**config.mk**
```make
export PLATFORM = sky130hd
export DESIGN_NAME = ysyx_22050550_seq_ctrl
export DESIGN_NICKNAME = d
export VERILOG_FILES = /design/src/rtl/ysyx_22050550_seq_ctrl_pkg.sv /design/src/rtl/ysyx_22050550_wait_timer.sv /design/src/rtl/ysyx_22050550_seq_ctrl.sv
export SDC_FILE = /design/constraint.sdc
export NUM_CORES = 1
export LEC_CHECK = 0
export CAP_MARGIN = 10
export CORE_MARGIN = 10
export CORE_UTILIZATION = 30
export CTS_CLUSTER_DIAMETER = 150
export DETAILED_ROUTE_END_ITERATION = 8
export PLACE_DENSITY = 0.69
export SLEW_MARGIN = 20
export SYNTH_ARGS = -nofsm -noshare
export SYNTH_HDL_FRONTEND = slang
export SYNTH_SLANG_ARGS = --single-unit
export TNS_END_PERCENT = 10
```
**constraint.sdc**
```tcl
create_clock -name clk -period 1.97 [get_ports clk]
set_input_delay 0.4925 -clock clk [delete_from_list [all_inputs] [get_ports clk]]
set_output_delay 0.4925 -clock clk [all_outputs]
set_load 0.1 [all_outputs]
```
**src/rtl/ysyx_22050550_seq_ctrl_pkg.sv**
```systemverilog
// Shared encodings for the ysyx_22050550 multi-cycle sequencer: FSM states,
// special instruction encodings, memory opcodes and the default reset PC.
package ysyx_22050550_seq_ctrl_pkg;

  typedef enum logic [2:0] {
    S_FETCH_REQ,
    S_FETCH_WAIT,
    S_DECODE,
    S_EXEC,
    S_MEM_REQ,
    S_MEM_WAIT,
    S_WB,
    S_HALT
  } state_t;

  localparam logic [63:0] DEF_RESET_PC = 64'h8000_0000;
  localparam logic [31:0] INST_EBREAK  = 32'h0010_0073;
  localparam logic [31:0] INST_NOP     = 32'h0000_0013;
  localparam logic [6:0]  OPC_LOAD     = 7'b0000011;
  localparam logic [6:0]  OPC_STORE    = 7'b0100011;

  function automatic logic is_mem_op(input logic [6:0] op);
    return (op == OPC_LOAD) || (op == OPC_STORE);
  endfunction

  // States in which the core is blocked on an external handshake.
  function automatic logic is_wait_state(input state_t s);
    return (s == S_FETCH_REQ) || (s == S_FETCH_WAIT) ||
           (s == S_MEM_REQ)   || (s == S_MEM_WAIT);
  endfunction

endpackage

```
**src/rtl/ysyx_22050550_wait_timer.sv**
```systemverilog
// Wait-state watchdog: counts cycles spent in the current wait state and
// flags the cycle in which the TIMEOUT-th consecutive wait cycle elapses.
module ysyx_22050550_wait_timer #(
  parameter int TIMEOUT = 255
) (
  input  logic clk,
  input  logic rst,
  input  logic clr,
  input  logic en,
  output logic expired
);
  localparam int            CW   = $clog2(TIMEOUT + 1);
  localparam logic [CW-1:0] LAST = CW'(TIMEOUT - 1);

  logic [CW-1:0] cnt;
  logic [CW-1:0] cnt_cur;

  // clr marks the first cycle of a freshly entered state, so that cycle counts as zero.
  assign cnt_cur = clr ? '0 : cnt;
  assign expired = en && (cnt_cur == LAST);

  always_ff @(posedge clk) begin
    if (!rst)    cnt <= '0;
    else if (en) cnt <= cnt_cur + 1'b1;
    else         cnt <= cnt_cur;
  end

endmodule

```
**src/rtl/ysyx_22050550_seq_ctrl.sv**
```systemverilog
// Multi-cycle instruction sequencer: owns PC/IR, runs fetch and load/store
// handshakes, gates regfile writeback, halts on ebreak, traps on timeout.
module ysyx_22050550_seq_ctrl
  import ysyx_22050550_seq_ctrl_pkg::*;
#(
  parameter int              PC_W     = 64,
  parameter int              INST_W   = 32,
  parameter logic [PC_W-1:0] RESET_PC = PC_W'(DEF_RESET_PC),
  parameter int              TIMEOUT  = 255
) (
  input  logic              clk,
  input  logic              rst,
  output logic              ifu_req_valid_o,
  output logic [PC_W-1:0]   ifu_req_addr_o,
  input  logic              ifu_req_ready_i,
  input  logic              ifu_resp_valid_i,
  input  logic [INST_W-1:0] ifu_resp_data_i,
  output logic [PC_W-1:0]   pc_o,
  output logic [INST_W-1:0] instr_o,
  input  logic              id_rden_i,
  input  logic [PC_W-1:0]   exu_next_pc_i,
  output logic              lsu_req_valid_o,
  input  logic              lsu_req_ready_i,
  input  logic              lsu_resp_valid_i,
  output logic              rf_we_o,
  output logic              halt_o,
  output logic              trap_o,
  output logic [63:0]       instret_o
);

  state_t              state;
  logic [PC_W-1:0]     pc;
  logic [PC_W-1:0]     npc;
  logic [INST_W-1:0]   instr;
  logic [63:0]         instret;
  logic                ifu_vld;
  logic                lsu_vld;
  logic                rf_we;
  logic                halt;
  logic                trap;
  logic                tmr_clr;
  logic                tmr_exp;
  logic                wb_en;

  ysyx_22050550_wait_timer #(.TIMEOUT(TIMEOUT)) u_wait_timer (
    .clk     (clk),
    .rst     (rst),
    .clr     (tmr_clr),
    .en      (is_wait_state(state)),
    .expired (tmr_exp)
  );

  // IDU is combinational and instr is frozen from DECODE on, so the
  // writeback enable can be evaluated the cycle before WB.
  assign wb_en = id_rden_i && (instr[11:7] != 5'd0) && (instr[6:0] != OPC_STORE);

  always_ff @(posedge clk) begin
    if (!rst) begin
      state   <= S_FETCH_REQ;
      pc      <= RESET_PC;
      npc     <= RESET_PC;
      instr   <= INST_W'(INST_NOP);
      instret <= '0;
      ifu_vld <= 1'b1;
      lsu_vld <= 1'b0;
      rf_we   <= 1'b0;
      halt    <= 1'b0;
      trap    <= 1'b0;
      tmr_clr <= 1'b1;
    end else begin
      rf_we   <= 1'b0;
      tmr_clr <= 1'b0;
      case (state)
        S_FETCH_REQ: begin
          if (ifu_req_ready_i) begin
            state   <= S_FETCH_WAIT;
            ifu_vld <= 1'b0;
            tmr_clr <= 1'b1;
          end else if (tmr_exp) begin
            state   <= S_HALT;
            ifu_vld <= 1'b0;
            halt    <= 1'b1;
            trap    <= 1'b1;
          end
        end
        S_FETCH_WAIT: begin
          if (ifu_resp_valid_i) begin
            state <= S_DECODE;
            instr <= ifu_resp_data_i;
          end else if (tmr_exp) begin
            state <= S_HALT;
            halt  <= 1'b1;
            trap  <= 1'b1;
          end
        end
        S_DECODE: begin
          if (instr == INST_W'(INST_EBREAK)) begin
            state <= S_HALT;
            halt  <= 1'b1;
          end else begin
            state <= S_EXEC;
          end
        end
        S_EXEC: begin
          npc <= exu_next_pc_i;
          if (is_mem_op(instr[6:0])) begin
            state   <= S_MEM_REQ;
            lsu_vld <= 1'b1;
            tmr_clr <= 1'b1;
          end else begin
            state <= S_WB;
            rf_we <= wb_en;
          end
        end
        S_MEM_REQ: begin
          if (lsu_req_ready_i) begin
            state   <= S_MEM_WAIT;
            lsu_vld <= 1'b0;
            tmr_clr <= 1'b1;
          end else if (tmr_exp) begin
            state   <= S_HALT;
            lsu_vld <= 1'b0;
            halt    <= 1'b1;
            trap    <= 1'b1;
          end
        end
        S_MEM_WAIT: begin
          if (lsu_resp_valid_i) begin
            state <= S_WB;
            rf_we <= wb_en;
          end else if (tmr_exp) begin
            state <= S_HALT;
            halt  <= 1'b1;
            trap  <= 1'b1;
          end
        end
        S_WB: begin
          pc      <= npc;
          instret <= instret + 64'd1;
          state   <= S_FETCH_REQ;
          ifu_vld <= 1'b1;
          tmr_clr <= 1'b1;
        end
        S_HALT: begin
          state <= S_HALT;
        end
        default: begin
          state <= S_HALT;
          halt  <= 1'b1;
        end
      endcase
    end
  end

  assign ifu_req_valid_o = ifu_vld;
  assign ifu_req_addr_o  = pc;
  assign pc_o            = pc;
  assign instr_o         = instr;
  assign lsu_req_valid_o = lsu_vld;
  assign rf_we_o         = rf_we;
  assign halt_o          = halt;
  assign trap_o          = trap;
  assign instret_o       = instret;

endmodule
```
### After elaboration in Yosys (flattened, before gate mapping)

Index checks and enable logic that the tools add are counted.

* eq/ne operators: 20
* add/subtract/negate cells: 2
* mux-type cells: 36
* reduce and logical (&&, ||, !) cells: 18

Operators by type and width (number)
* 64-bit by 1-bit adder with 64-bit output (second input constant): 1
* 32-bit by 21-bit equality test with 1-bit output (second input constant): 1
* 3-bit case mux with 8 select lines: 1
* 1-bit two-way mux: 20
* 3-bit two-way mux: 6
* 8-bit two-way mux: 2
* 3-bit equality test (second input constant): 4
* 2-bit != test (second input constant): 6
* 5-bit nonzero test: 2
* 8-bit by 1-bit adder with 8-bit output (second input constant): 1
* 8-bit equality test (second input constant): 1
* 1-bit case mux with 4 select lines: 2
* 7-bit by 2-bit equality test with 1-bit output (second input constant): 1
* 7-bit by 6-bit equality test with 1-bit output (second input constant): 1
* 7-bit by 6-bit != test with 1-bit output (second input constant): 1
* 3-bit by 2-bit equality test with 1-bit output (second input constant): 2
* 3-bit != test (second input constant): 2
* 1-bit case mux with 2 select lines: 3
* 6-bit AND reduction: 1
* 1-bit case mux with 5 select lines: 1
* 5-bit AND reduction: 1
* 1-bit logical OR: 4
* 2-bit AND reduction: 2
* 2-bit nonzero test: 2
* 6 further kinds: 8

* bits in registers: 241
* word-level logic and storage cells: 88
* output and inout bits: 229
* bits of input ports: 103

### Logic depth before layout (Yosys ltp)

Gate-level depths: netlist (run 1).

* depth in word-level cells: 8
* mapped depth: 8
* gate-level depth less buffers: 8

### Modules after synthesis

Synthesis (run 1) repeated with hierarchy kept, for this count alone.

* cell total of the unflattened synthesis: 1245
* area, all modules: 9953.3 um^2

Modules (own cells, without submodules)
* ysyx_22050550_seq_ctrl: sequential area each 4664.5 um^2, times used 1, cells an instance 1196, area an instance 9511.6 um^2
* ysyx_22050550_wait_timer: sequential area each 160.2 um^2, times used 1, cells an instance 49, area an instance 441.7 um^2

### Worst setup path before layout (run 1)

Ideal clock, no wire load.

* kind: flip-flop to flip-flop
* start: reg instret[11] (netlist: instret_o[11])
* end: reg instret[55] (netlist: instret_o[55])
* data arrival time: 2.693 ns
* clock period less this slack: 2.825 ns
* buffers on the path: 2
* path slack: -0.855 ns
* stages on the path, launching flop included: 8
* setup time: 0.132 ns
* data required time: 1.838 ns
* path through: dfxtp_1 nand4_1 nor4_4 nand4_4 buf_6 buf_2 o31ai_1 a21oi_1

* cells in the longest elaborated chain, start to end: 1

Ends and longest elaborated chain
* from (decl): RTL line ysyx_22050550_seq_ctrl.sv:35 `logic [63:0] instret;`
* from (signal assigned): RTL line ysyx_22050550_seq_ctrl.sv:139 `instret <= instret + 64'd1;`
* 64-bit by 1-bit adder with 64-bit output: RTL line ysyx_22050550_seq_ctrl.sv:139

Every way passes these cells.
A chain may end at the register's enable or synchronous reset.

### Worst setup path after layout (run 1)

* start: reg instret[0] (netlist: instret_o[0])
* end: reg instret[46] (netlist: instret_o[46])

Same word-level chain as after synthesis.

==> summary.md, run 1 <==
| Metric | Value |
|---|---|
| Warning count from the yosys run | `0` |
| Number of antenna violations at the first check in global routing | `0` |
| Setup Total Neg Slack | `0 ns` |
| Post-layout minimum cycle time | `1.96 ns` |
| Number of I/O port buffers | `331` |
| Cell area after technology mapping | `0.00993 mm²` |
| CP Class | `register to register` |
| Critical path data required time | `roughly 2.4 ns` |
| Clock transition time at the flip-flop clock pins of the worst setup and hold paths | `~0.060 ns` |
| Number of different library cells in the post-synthesis netlist | `50` |
| Non-filler cells, final | `roughly 2,000` |
| Dominant cell type by area after synthesis | `sky130_fd_sc_hd__dfxtp_1` |
| Remaining DRCs | `0` |
| Max stage delay cell, worst path | `sky130_fd_sc_hd__dfxtp_4` |
| Area of the core | `0.0326 mm²` |
| Max clock buf depth | `3` |
| Least-Margin Pin Slew | `0.553 ns` |
| Max-cap violations | `0` |
| Maximum fanout along the worst path | `10` |
| Yosys top cell area share | `48.6%` |
| Most used cells in the layout excluding fill and tap cells | `sky130_fd_sc_hd__nand2_1, sky130_fd_sc_hd__buf_12, sky130_fd_sc_hd__a21oi_1` |
| Setup WS post-layout | `0.00565 ns` |
| Avg WL per Cell | `17.0 µm` |
| Hold WS | `approximately 0.45 ns` |
| Power, Total | `roughly 11 mW` |
| Cell total after placement | `1,931` |
| Highest ir drop seen on vdd | `580 µV` |
| Main area contributors after synthesis | `sky130_fd_sc_hd__dfxtp_1, sky130_fd_sc_hd__nand2_1, sky130_fd_sc_hd__a21oi_1` |
| Global-route congestion overflow total | `0` |
| H-Tree Depth | `1` |
| Number of pins with negative max-slew slack in the final report | `0` |
| Maximum clock frequency | `509 MHz` |
| Total number of clock tree sinks | `~240` |
| Worst stage delay on the critical path | `0.38 ns` |
| Via-per-instance ratio | `4.74` |
| Site Rows | `between 60 and 70` |
| Largest net degree at the start of global routing | `68` |
| Type of element capturing the critical path | `register` |
| Critical path cell sequence | `ha_1 > nand4b_1 > nor4_4 > buf_4 > nand3_2 > buf_6 > or3_1 > a21oi_1` |
| Horizontal die dimension | `202 µm` |
| Drt initial violations | `approximately 550` |
| Syn nets | `1,346` |
| Most used flip-flop cell after synthesis | `sky130_fd_sc_hd__dfxtp_1` |
| Antenna diode count | `0` |
| RSZ-0062 raised after global routing | `yes` |
| Overall via count from detail_route | `9,416` |
| Proportion of synthesized chip area in sequential cells | `around half` |
| Status | `finished clean` |
| CTS buffer count | `27` |
| Post-synth ARST share | `0%` |
| Final standard cell area without fillers | `approximately 0.017 mm²` |
| Sum of routed wire length over all layers | `33,700 µm` |
| Hold violation total from the final report | `0` |
| Worst slack at placement | `-0.0740 ns` |
| Number of nets with antenna violations after routing | `0` |
| # fillers | `2,849` |
| Number of enable-type register cells in the synthesized netlist | `0` |
| Latest clock arrival within the worst-skew pair | `0.53 ns` |
| Mean instance size in the synthesized netlist | `between 8 and 9 µm²` |
| Global router's overall resource usage | `15.7%` |
| Share of post-route cells with drive strength above 1 | `approximately a quarter` |
| Half-perimeter wire length of the detailed placement result | `25,500 µm` |
| Combined buffer and inverter count along the critical path | `2` |
| Die Span Y | `202 µm` |
| Most frequent standard cell in the layout excluding fill and tap cells | `sky130_fd_sc_hd__nand2_1` |
| Clk Tree Root Cell | `sky130_fd_sc_hd__clkbuf_16` |
| Post-route fraction of the period consumed by the critical path | `99.7%` |
| Global-route wire length before repair | `53,100 µm` |
| Endpoints failing setup | `0` |
| Final layout net count | `1,630` |
| Die Outline Area | `~0.041 mm²` |
| Arrival time worst endpoint | `2.42 ns` |
| Layout Area Growth over Synthesis | `70.9%` |
| IO Pins | `about 330` |
| Multi-input gate area in the final layout | `0.00434 mm²` |
| Gp weighted congestion | `0.814` |
| Starting Density | `between 30% and 40%` |
| Number of instances in the synthesized netlist | `between 1,000 and 1,500` |
| Startpoint class of the critical path | `register` |
| Length of the first detailed-routing pass in iterations | `5` |
| Hold Path Class | `register to register` |
| Leakage component of the power | `between 6 and 7 nW` |
| Sequential standard cell area | `0.00501 mm²` |
| Post-synthesis sequential element count | `241` |
| Clock tree from TritonCTS | `done` |
| Area after DPL | `0.0160 mm²` |
| Worst Skew | `0.0133 ns` |
| PwrDens | `641 mW/mm²` |
| Relative slew slack | `63.1%` |
| Number of global-route vias before repair | `around 9,400` |
| Largest delay share family, worst path | `simple AND/OR/NAND/NOR gates` |
| Post-layout util | `52.0%` |
==> kinds of logic (layout without fill, tap and decap cells) <==
logic type	after synthesis	count (layout)	synth area share, %
adders and majority gates	3	3	0.378
buffers and inverters	145	448	8.06
xor gates and xnor gates	38	38	3.35
DFF	241	241	48.6
AOI/OAI and AO/OA	238	238	12.6
and+or+nand+nor	573	573	26.8
muxes	2	2	0.202
==> worst reg2reg max path: stages, from the launching register on <==
cell and delay, ns:
sky130_fd_sc_hd__dfxtp_4 0.38, sky130_fd_sc_hd__ha_1 0.16, sky130_fd_sc_hd__nand4b_1 0.22, sky130_fd_sc_hd__nor4_4 0.19
sky130_fd_sc_hd__buf_4 0.17, sky130_fd_sc_hd__nand3_2 0.11, sky130_fd_sc_hd__buf_6 0.16, sky130_fd_sc_hd__or3_1 0.35
sky130_fd_sc_hd__a21oi_1 0.15
==> synth_stat cells (2+ instances only) <==
cell type                    n
sky130_fd_sc_hd__nand3b_1    4
sky130_fd_sc_hd__nand4_1    26
sky130_fd_sc_hd__ha_1        3
sky130_fd_sc_hd__o21bai_1    2
sky130_fd_sc_hd__o31ai_1     8
sky130_fd_sc_hd__nand4_4     2
sky130_fd_sc_hd__clkbuf_1   56
sky130_fd_sc_hd__nor3_1     12
sky130_fd_sc_hd__nor4_2      2
sky130_fd_sc_hd__buf_1       7
sky130_fd_sc_hd__dfxtp_1   241
sky130_fd_sc_hd__nand3_1    33
sky130_fd_sc_hd__nor2b_1     5
sky130_fd_sc_hd__mux2i_1     2
sky130_fd_sc_hd__a31oi_1     2
sky130_fd_sc_hd__nor2_1     57
sky130_fd_sc_hd__xor2_1     25
sky130_fd_sc_hd__inv_1      11
sky130_fd_sc_hd__a21oi_1   189
sky130_fd_sc_hd__nand2b_1    5
sky130_fd_sc_hd__nor4_1      8
sky130_fd_sc_hd__or3_1      24
sky130_fd_sc_hd__o21a_1      3
sky130_fd_sc_hd__o21ai_0    27
sky130_fd_sc_hd__a211oi_1    2
sky130_fd_sc_hd__buf_2       3
sky130_fd_sc_hd__nand4_2     2
sky130_fd_sc_hd__xnor2_1    13
sky130_fd_sc_hd__nand4b_1    4
sky130_fd_sc_hd__and3_1      8
sky130_fd_sc_hd__nand2_1   355
sky130_fd_sc_hd__buf_4      65
sky130_fd_sc_hd__or4_1       8
sky130_fd_sc_hd__and2_1      7
sky130_fd_sc_hd__nor4_4      4
==> worst paths after layout <==
path	startpoint	to	slack [ns]	cells past startpoint
max	instret_o[0]$_SDFFE_PN0P_	instret_o[46]$_SDFFE_PN0P_	0.006	8
min	npc[3]$_SDFFE_PN0P_	ifu_req_addr_o[3]$_SDFFE_PN0P_	0.45	2
min reg2reg	npc[3]$_SDFFE_PN0P_	ifu_req_addr_o[3]$_SDFFE_PN0P_	0.45	2
max reg2reg	instret_o[0]$_SDFFE_PN0P_	instret_o[46]$_SDFFE_PN0P_	0.006	8
==> flip-flops by register name, summed over array words and instances (netlist names) <==
name and cells:
instr_o 32, rf_we_o 1, tmr_clr 1, state 3
ifu_req_valid_o 1, halt_o 1, instret_o 64, trap_o 1
npc 64, ifu_req_addr_o 64, lsu_req_valid_o 1, u_wait_timer.cnt 8
==> routing by layer <==
layer | up-vias | track usage (%) | wire (µm)
met1 | 4395 | 18.1 | 13200
met3 | 34 | 5.90 | 3220
li1 | 4661 | - | -
met5 | - | 0 | 0
met2 | 326 | 27.4 | 16800
met4 | 0 | 3.25 | 450
==> final cells by class <==
class | instances | area share [%]
timing repair buffer | 388 | 36.2
sequential | 241 | 29.5
clock inverter | 11 | 0.605
inverter | 12 | 0.295
multi-input combinational | 854 | 25.6
clock buffer | 37 | 4.50
tap | 442 | 3.26
==> power breakdown <==
| group | leakage, nW | switching (mW) | internal [mW] |
|---|---|---|---|
| logic | 3.68 | 0.563 | 0.443 |
| registers | 1.99 | 0.0732 | 4.87 |
| clock network | 0.433 | 1.98 | 2.94 |
| total | 6.10 | 2.61 | 8.26 |
==> repair_timing <==
action                     in CTS  in global routing
setup endpoints to repair      10                 24
hold buffers                    0                  0
pin swaps                       2                  6
gates resized for setup         0                  5
buffers inserted                4                  2
(Power assumes the default switching activity.)
==> run 2: changes to the inputs <==
--- a/config.mk
+++ b/config.mk
@@ -9,8 +9,10 @@
 export CORE_MARGIN = 10
 export CORE_UTILIZATION = 30
 export CTS_CLUSTER_DIAMETER = 150
+export CTS_CLUSTER_SIZE = 10
 export DETAILED_ROUTE_END_ITERATION = 8
 export PLACE_DENSITY = 0.69
+export RECOVER_POWER = 50
 export SLEW_MARGIN = 20
 export SYNTH_ARGS = -nofsm -noshare
 export SYNTH_HDL_FRONTEND = slang
==> summary.md, run 2 (synthesized netlist as in run 1, its figures left out) <==
| Metric | Value |
|---|---|
| Number of pins with negative max-slew slack in the final report | `0 (unchanged)` |
| Clk Tree Root Cell | `sky130_fd_sc_hd__clkbuf_16 (unchanged)` |
| Clock tree from TritonCTS | `done (unchanged)` |
| Global-route wire length before repair | `53,500 µm (was 53,100 µm)` |
| Leakage component of the power | `6.08 nW (was 6.10 nW)` |
| Global-route congestion overflow total | `0 (unchanged)` |
| Type of element capturing the critical path | `register (unchanged)` |
| Worst Skew | `0.0173 ns (was 0.0133 ns)` |
| Setup WS post-layout | `-0.0111 ns (was 0.00565 ns)` |
| Total number of clock tree sinks | `241 (unchanged)` |
| Arrival time worst endpoint | `2.44 ns (was 2.42 ns)` |
| IO Pins | `332 (unchanged)` |
| Endpoints failing setup | `2 (was 0)` |
| Clock transition time at the flip-flop clock pins of the worst setup and hold paths | `0.06 ns (about the same)` |
| Global router's overall resource usage | `15.9% (was 15.7%)` |
| Drt initial violations | `538 (was 551)` |
| CP Class | `register to register (unchanged)` |
| Highest ir drop seen on vdd | `523 µV (was 580 µV)` |
| Hold violation total from the final report | `0 (unchanged)` |
| Post-route fraction of the period consumed by the critical path | `101% (was 99.7%)` |
| Final standard cell area without fillers | `0.0169 mm² (was 0.0170 mm²)` |
| Most frequent standard cell in the layout excluding fill and tap cells | `sky130_fd_sc_hd__nand2_1 (unchanged)` |
| Hold WS | `0.445 ns (was 0.447 ns)` |
| Power, Total | `10.5 mW (was 10.9 mW)` |
| Die Outline Area | `0.0408 mm² (unchanged)` |
| Overall via count from detail_route | `9,469 (was 9,416)` |
| Latest clock arrival within the worst-skew pair | `0.54 ns (was 0.53 ns)` |
| Gp weighted congestion | `0.814 (unchanged)` |
| Length of the first detailed-routing pass in iterations | `5 (unchanged)` |
| Maximum clock frequency | `505 MHz (was 509 MHz)` |
| Setup Total Neg Slack | `-0.0138 ns (was 0 ns)` |
| Max-cap violations | `0 (unchanged)` |
| H-Tree Depth | `1 (unchanged)` |
| Violated checks | `setup timing` |
| Number of antenna violations at the first check in global routing | `0 (unchanged)` |
| Hold Path Class | `register to register (unchanged)` |
| Remaining DRCs | `0 (unchanged)` |
| Number of global-route vias before repair | `9,416 (was 9,387)` |
| Cell total after placement | `1,931 (unchanged)` |
| Critical path data required time | `2.43 ns (was 2.42 ns)` |
| Site Rows | `66 (unchanged)` |
| Relative slew slack | `64.2% (was 63.1%)` |
| Most used cells in the layout excluding fill and tap cells | `sky130_fd_sc_hd__nand2_1, sky130_fd_sc_hd__buf_12, sky130_fd_sc_hd__a21oi_1 (unchanged)` |
| Area after DPL | `0.0160 mm² (unchanged)` |
| Number of I/O port buffers | `331 (unchanged)` |
| Status | `finished with violations (was finished clean)` |
| Maximum fanout along the worst path | `10 (unchanged)` |
| Least-Margin Pin Slew | `0.537 ns (was 0.553 ns)` |
| Starting Density | `30.4% (unchanged)` |
| PwrDens | `621 mW/mm² (was 641 mW/mm²)` |
| Max clock buf depth | `3 (unchanged)` |
| Half-perimeter wire length of the detailed placement result | `25,500 µm (unchanged)` |
| CTS buffer count | `28 (was 27)` |
| Startpoint class of the critical path | `register (unchanged)` |
| Non-filler cells, final | `1,982 (was 1,985)` |
| Layout Area Growth over Synthesis | `70.7% (was 70.9%)` |
| Avg WL per Cell | `17.3 µm (was 17.0 µm)` |
| Post-layout minimum cycle time | `1.98 ns (was 1.96 ns)` |
| RSZ-0062 raised after global routing | `yes (unchanged)` |
| Final layout net count | `1,636 (was 1,630)` |
| Sum of routed wire length over all layers | `34,200 µm (was 33,700 µm)` |
| Antenna diode count | `0 (unchanged)` |
| Largest net degree at the start of global routing | `68 (unchanged)` |
| Horizontal die dimension | `202 µm (unchanged)` |
| Via-per-instance ratio | `4.78 (was 4.74)` |
| Die Span Y | `202 µm (unchanged)` |
| Share of post-route cells with drive strength above 1 | `26.4% (about the same)` |
| Area of the core | `0.0326 mm² (unchanged)` |
| Number of nets with antenna violations after routing | `0 (unchanged)` |
## run 2: cell types whose count changed in the layout (fill, tap and decap cells not counted), moves of 2 or more
cell                        change
sky130_fd_sc_hd__clkbuf_1       +6
sky130_fd_sc_hd__clkbuf_16      +2
sky130_fd_sc_hd__clkinv_2       -7
sky130_fd_sc_hd__bufinv_16      -2
sky130_fd_sc_hd__clkinv_1       -2
sky130_fd_sc_hd__buf_4          +5
sky130_fd_sc_hd__dfxtp_2        +2
sky130_fd_sc_hd__dfxtp_1        -2
sky130_fd_sc_hd__clkbuf_8       -5
## run 2: worst max-delay path: stages (launching register included)
cell	delay, ns
sky130_fd_sc_hd__dfxtp_4	0.38
sky130_fd_sc_hd__ha_4	0.13
sky130_fd_sc_hd__nand4b_1	0.19
sky130_fd_sc_hd__nor4_4	0.24
sky130_fd_sc_hd__buf_4	0.17
sky130_fd_sc_hd__nand3_2	0.11
sky130_fd_sc_hd__buf_6	0.18
sky130_fd_sc_hd__or3_1	0.35
sky130_fd_sc_hd__a21oi_1	0.15
## run 2: where the power goes
part	switching [mW]	internal, mW
logic	0.563	0.441
registers	0.0726	4.88
clock network	1.92	2.64
## run 2: area by class of cell
class                      instances  area [µm²]
multi-input combinational        854        4380
timing repair buffer             393        6170
inverter                          12        50.0
fill                            2851       15700
tap                              442         553
clock buffer                      39         763
sequential                       241        5020
clock inverter                     1        8.76
## run 2: path summary, 6_finish.rpt
check / start / to / slack, ns / cells past startpoint
worst min register to register: npc[21]$_SDFFE_PN0P_ / ifu_req_addr_o[21]$_SDFFE_PN0P_ / 0.44 / 2
worst max-delay path: instret_o[1]$_SDFFE_PN0P_ / instret_o[46]$_SDFFE_PN0P_ / -0.01 / 8
worst max register to register: instret_o[1]$_SDFFE_PN0P_ / instret_o[46]$_SDFFE_PN0P_ / -0.01 / 8
worst min-delay path: npc[21]$_SDFFE_PN0P_ / ifu_req_addr_o[21]$_SDFFE_PN0P_ / 0.44 / 2
## run 2: per-stage QoR
stage               setup slack, ns  util, %
floorplan                   -0.0781        -
detailed placement          -0.0740     49.2
finish                      -0.0111     51.9
global placement            -0.0408     49.2
global route                -0.0955     51.9
CTS                         0.00511     51.7
## run 2: metal layers
| layer | share of wire (%) | vias to the layer above | global-route usage (%) |
|---|---|---|---|
| li1 | - | 4666 | - |
| met1 | 40 | 4462 | 18.0 |
| met2 | 50 | 305 | 27.8 |
| met3 | 9.0 | 36 | 5.95 |
| met4 | 1.4 | 0 | 3.36 |
| met5 | 0 | - | 0 |
## run 2: timing repair
item	4_1_cts	5_1_grt
pin swaps	2	18
buffers inserted	5	6
resized for setup	1	12
hold buffers	0	0
endpoints found under the setup margin	10	24
cloned	0	0
==> run 3: changes to the inputs <==
--- a/config.mk
+++ b/config.mk
@@ -11,9 +11,8 @@
 export CTS_CLUSTER_DIAMETER = 150
 export CTS_CLUSTER_SIZE = 10
 export DETAILED_ROUTE_END_ITERATION = 8
-export PLACE_DENSITY = 0.69
+export PLACE_DENSITY = 0.66
 export RECOVER_POWER = 50
-export SLEW_MARGIN = 20
 export SYNTH_ARGS = -nofsm -noshare
 export SYNTH_HDL_FRONTEND = slang
 export SYNTH_SLANG_ARGS = --single-unit
==> constraint.sdc (replaced) <==
create_clock -name clk -period 2.1 [get_ports clk]
set_input_delay 0.525 -clock clk [delete_from_list [all_inputs] [get_ports clk]]
set_output_delay 0.525 -clock clk [all_outputs]
set_load 0.1 [all_outputs]
==> summary.md, run 3 (synthesized netlist as in run 1, its figures left out) <==
| Metric | Value |
|---|---|
| Number of antenna violations at the first check in global routing | `0 (unchanged)` |
| Hold violation total from the final report | `0 (unchanged)` |
| Share of post-route cells with drive strength above 1 | `25.7% (was 26.4%)` |
| Clock transition time at the flip-flop clock pins of the worst setup and hold paths | `0.06 ns (about the same)` |
| Maximum clock frequency | `489 MHz (was 505 MHz)` |
| IO Pins | `332 (unchanged)` |
| H-Tree Depth | `1 (unchanged)` |
| Highest ir drop seen on vdd | `463 µV (was 523 µV)` |
| Status | `finished clean (was finished with violations)` |
| Clock network power share | `43.9% (was 43.4%)` |
| Endpoints failing setup | `0 (was 2)` |
| Final layout net count | `1,630 (was 1,636)` |
| Sequential standard cell area | `0.00499 mm² (was 0.00502 mm²)` |
| Most frequent standard cell in the layout excluding fill and tap cells | `sky130_fd_sc_hd__nand2_1 (unchanged)` |
| Multi-input gate area in the final layout | `0.00436 mm² (was 0.00438 mm²)` |
| Global router's overall resource usage | `15.0% (was 15.9%)` |
| Antenna diode count | `0 (unchanged)` |
| Least-Margin Pin Slew | `0.845 ns (was 0.537 ns)` |
| Drt initial violations | `463 (was 538)` |
| CP Class | `register to register (unchanged)` |
| Overall via count from detail_route | `9,329 (was 9,469)` |
| Post-layout minimum cycle time | `2.04 ns (was 1.98 ns)` |
| Min-Delay Startpoint | `npc[21]$_SDFFE_PN0P_ (unchanged)` |
| CTS buffer count | `28 (unchanged)` |
| Sequential share of power | `47.4% (was 47.1%)` |
| Half-perimeter wire length of the detailed placement result | `23,600 µm (was 25,500 µm)` |
| R2R Path Start | `state[0]$_SDFF_PN0_ (was instret_o[1]$_SDFFE_PN0P_)` |
| Site Rows | `66 (unchanged)` |
| Clock tree from TritonCTS | `done (unchanged)` |
| Maximum fanout along the worst path | `12 (was 10)` |
| Worst slack at placement | `-0.0490 ns (was -0.0740 ns)` |
| Die Span Y | `202 µm (unchanged)` |
| Sum of routed wire length over all layers | `32,700 µm (was 34,200 µm)` |
| Reg-to-Reg End | `instret_o[36]$_SDFFE_PN0P_ (was instret_o[46]$_SDFFE_PN0P_)` |
| Type of element capturing the critical path | `register (unchanged)` |
| Arrival time worst endpoint | `2.51 ns (was 2.44 ns)` |
| Startpoint class of the critical path | `register (unchanged)` |
| Setup WS post-layout | `0.0553 ns (was -0.0111 ns)` |
| Via-per-instance ratio | `4.72 (was 4.78)` |
| Global-route congestion overflow total | `0 (unchanged)` |
| Latest clock arrival within the worst-skew pair | `0.54 ns (about the same)` |
| Starting Density | `30.4% (unchanged)` |
| Share of total power in combinational logic | `8.7% (was 9.6%)` |
| Die Outline Area | `0.0408 mm² (unchanged)` |
| Relative slew slack | `43.7% (was 64.2%)` |
| Number of buffers added to fix hold violations after cts | `0 (unchanged)` |
| Number of global-route vias before repair | `9,253 (was 9,416)` |
| Area of the core | `0.0326 mm² (unchanged)` |
| Largest net degree at the start of global routing | `69 (was 68)` |
| Hold Path Class | `register to register (unchanged)` |
| Total number of clock tree sinks | `241 (unchanged)` |
| Max clock buf depth | `3 (unchanged)` |
| Flop2flop setup slack | `0.06 ns (was -0.01 ns)` |
| Leakage component of the power | `5.30 nW (was 6.08 nW)` |
| PwrDens | `715 mW/mm² (was 621 mW/mm²)` |
| Clk Tree Root Cell | `sky130_fd_sc_hd__clkbuf_16 (unchanged)` |
| Net load switching power | `2.39 mW (was 2.56 mW)` |
| Critical path data required time | `2.57 ns (was 2.43 ns)` |
| Net Sw Frac | `24.4% (was 24.3%)` |
| Global-route wire length before repair | `50,900 µm (was 53,500 µm)` |
| Length of the first detailed-routing pass in iterations | `5 (unchanged)` |
| Setup Total Neg Slack | `0 ns (was -0.0138 ns)` |
| Worst hold stages | `2 (unchanged)` |
| Gp weighted congestion | `0.778 (was 0.814)` |
| Number of nets with antenna violations after routing | `0 (unchanged)` |
| Non-filler cells, final | `1,975 (was 1,982)` |
| Horizontal die dimension | `202 µm (unchanged)` |
| Remaining DRCs | `0 (unchanged)` |
| Layout Area Growth over Synthesis | `37.6% (was 70.7%)` |
| Worst Skew | `0.0175 ns (was 0.0173 ns)` |
| Hold Crit Endpoint | `ifu_req_addr_o[21]$_SDFFE_PN0P_ (unchanged)` |
| # fillers | `3,316 (was 2,851)` |
| Max-cap violations | `0 (unchanged)` |
| P_int | `7.38 mW (was 7.96 mW)` |
| Cell total after placement | `1,926 (was 1,931)` |
| Number of pins with negative max-slew slack in the final report | `0 (unchanged)` |
| Most used cells in the layout excluding fill and tap cells | `sky130_fd_sc_hd__nand2_1, sky130_fd_sc_hd__a21oi_1, sky130_fd_sc_hd__dfxtp_1 (was sky130_fd_sc_hd__nand2_1, sky130_fd_sc_hd__buf_12, sky130_fd_sc_hd__a21oi_1)` |
| Post-route fraction of the period consumed by the critical path | `97.4% (was 101%)` |
| Avg WL per Cell | `16.6 µm (was 17.3 µm)` |
| Number of I/O port buffers | `331 (unchanged)` |
| Worst reg2reg path depth | `8 (unchanged)` |
run 3: metal layers:
metal	global-route usage (%)	part of all wire, %	up-vias
met5	0	0	-
met4	3.49	1.7	0
met3	5.76	9.3	40
met2	25.3	47	290
met1	17.6	42	4324
li1	-	-	4675
run 3: area by class of cell:
type / instances / share of cell area [%]
clock buffer: 38 / 5.56
tap: 442 / 4.05
timing repair buffer: 386 / 21.5
multi-input combinational: 855 / 31.9
clock inverter: 1 / 0.0641
inverter: 12 / 0.366
sequential: 241 / 36.5
run 3: how the worst max path moves through the flow:
stage	to	cells past startpoint	start
floorplan	instret_o[55]$_SDFFE_PN0P_	7	instret_o[17]$_SDFFE_PN0P_
global placement	instret_o[58]$_SDFFE_PN0P_	6	state[0]$_SDFF_PN0_
detailed placement	instret_o[17]$_SDFFE_PN0P_	5	instret_o[6]$_SDFFE_PN0P_
CTS	instret_o[58]$_SDFFE_PN0P_	6	state[0]$_SDFF_PN0_
global route	instret_o[42]$_SDFFE_PN0P_	7	state[0]$_SDFF_PN0_
finish	instret_o[36]$_SDFFE_PN0P_	8	state[0]$_SDFF_PN0_
run 3: timing repair:
item | 4_1_cts | 5_1_grt
gates cloned | 0 | 2
setup buffers | 0 | 8
setup endpoints to repair | 7 | 23
gates resized for setup | 1 | 8
pin swaps | 2 | 11
run 3: critical path, cell delays in order, from the launching register on:
cell and delay, ns:
sky130_fd_sc_hd__dfxtp_1 0.31, sky130_fd_sc_hd__buf_6 0.14, sky130_fd_sc_hd__nand4b_1 0.27, sky130_fd_sc_hd__nor4_4 0.34
sky130_fd_sc_hd__buf_6 0.17, sky130_fd_sc_hd__nand3_4 0.08, sky130_fd_sc_hd__buf_6 0.16, sky130_fd_sc_hd__or3_1 0.36
sky130_fd_sc_hd__a21oi_2 0.14
run 3: power by group through the flow:
stage / Sequential (mW) / Combinational, mW / Clock (mW)
2_1_floorplan: 4.97 / 0.230 / 0
3_3_place_gp: 4.73 / 0.879 / 0
3_5_place_dp: 4.73 / 0.879 / 0
4_1_cts: 4.63 / 0.882 / 4.46
5_1_grt: 4.64 / 0.908 / 4.64
6_report: 4.63 / 0.851 / 4.28
run 3: metrics by stage:
| step | utilization, % | power (mW) | hold WS (ns) | cell area [µm²] |
|---|---|---|---|---|
| floorplan | - | 5.20 | 0.432 | 10100 |
| detailed placement | 40.6 | 5.61 | 0.442 | 13200 |
| finish | 41.9 | 9.77 | 0.436 | 13700 |
| CTS | 43.0 | 9.97 | 0.450 | 14000 |
| global placement | 40.6 | 5.61 | 0.435 | 13200 |
| global route | 41.9 | 10.2 | 0.458 | 13700 |
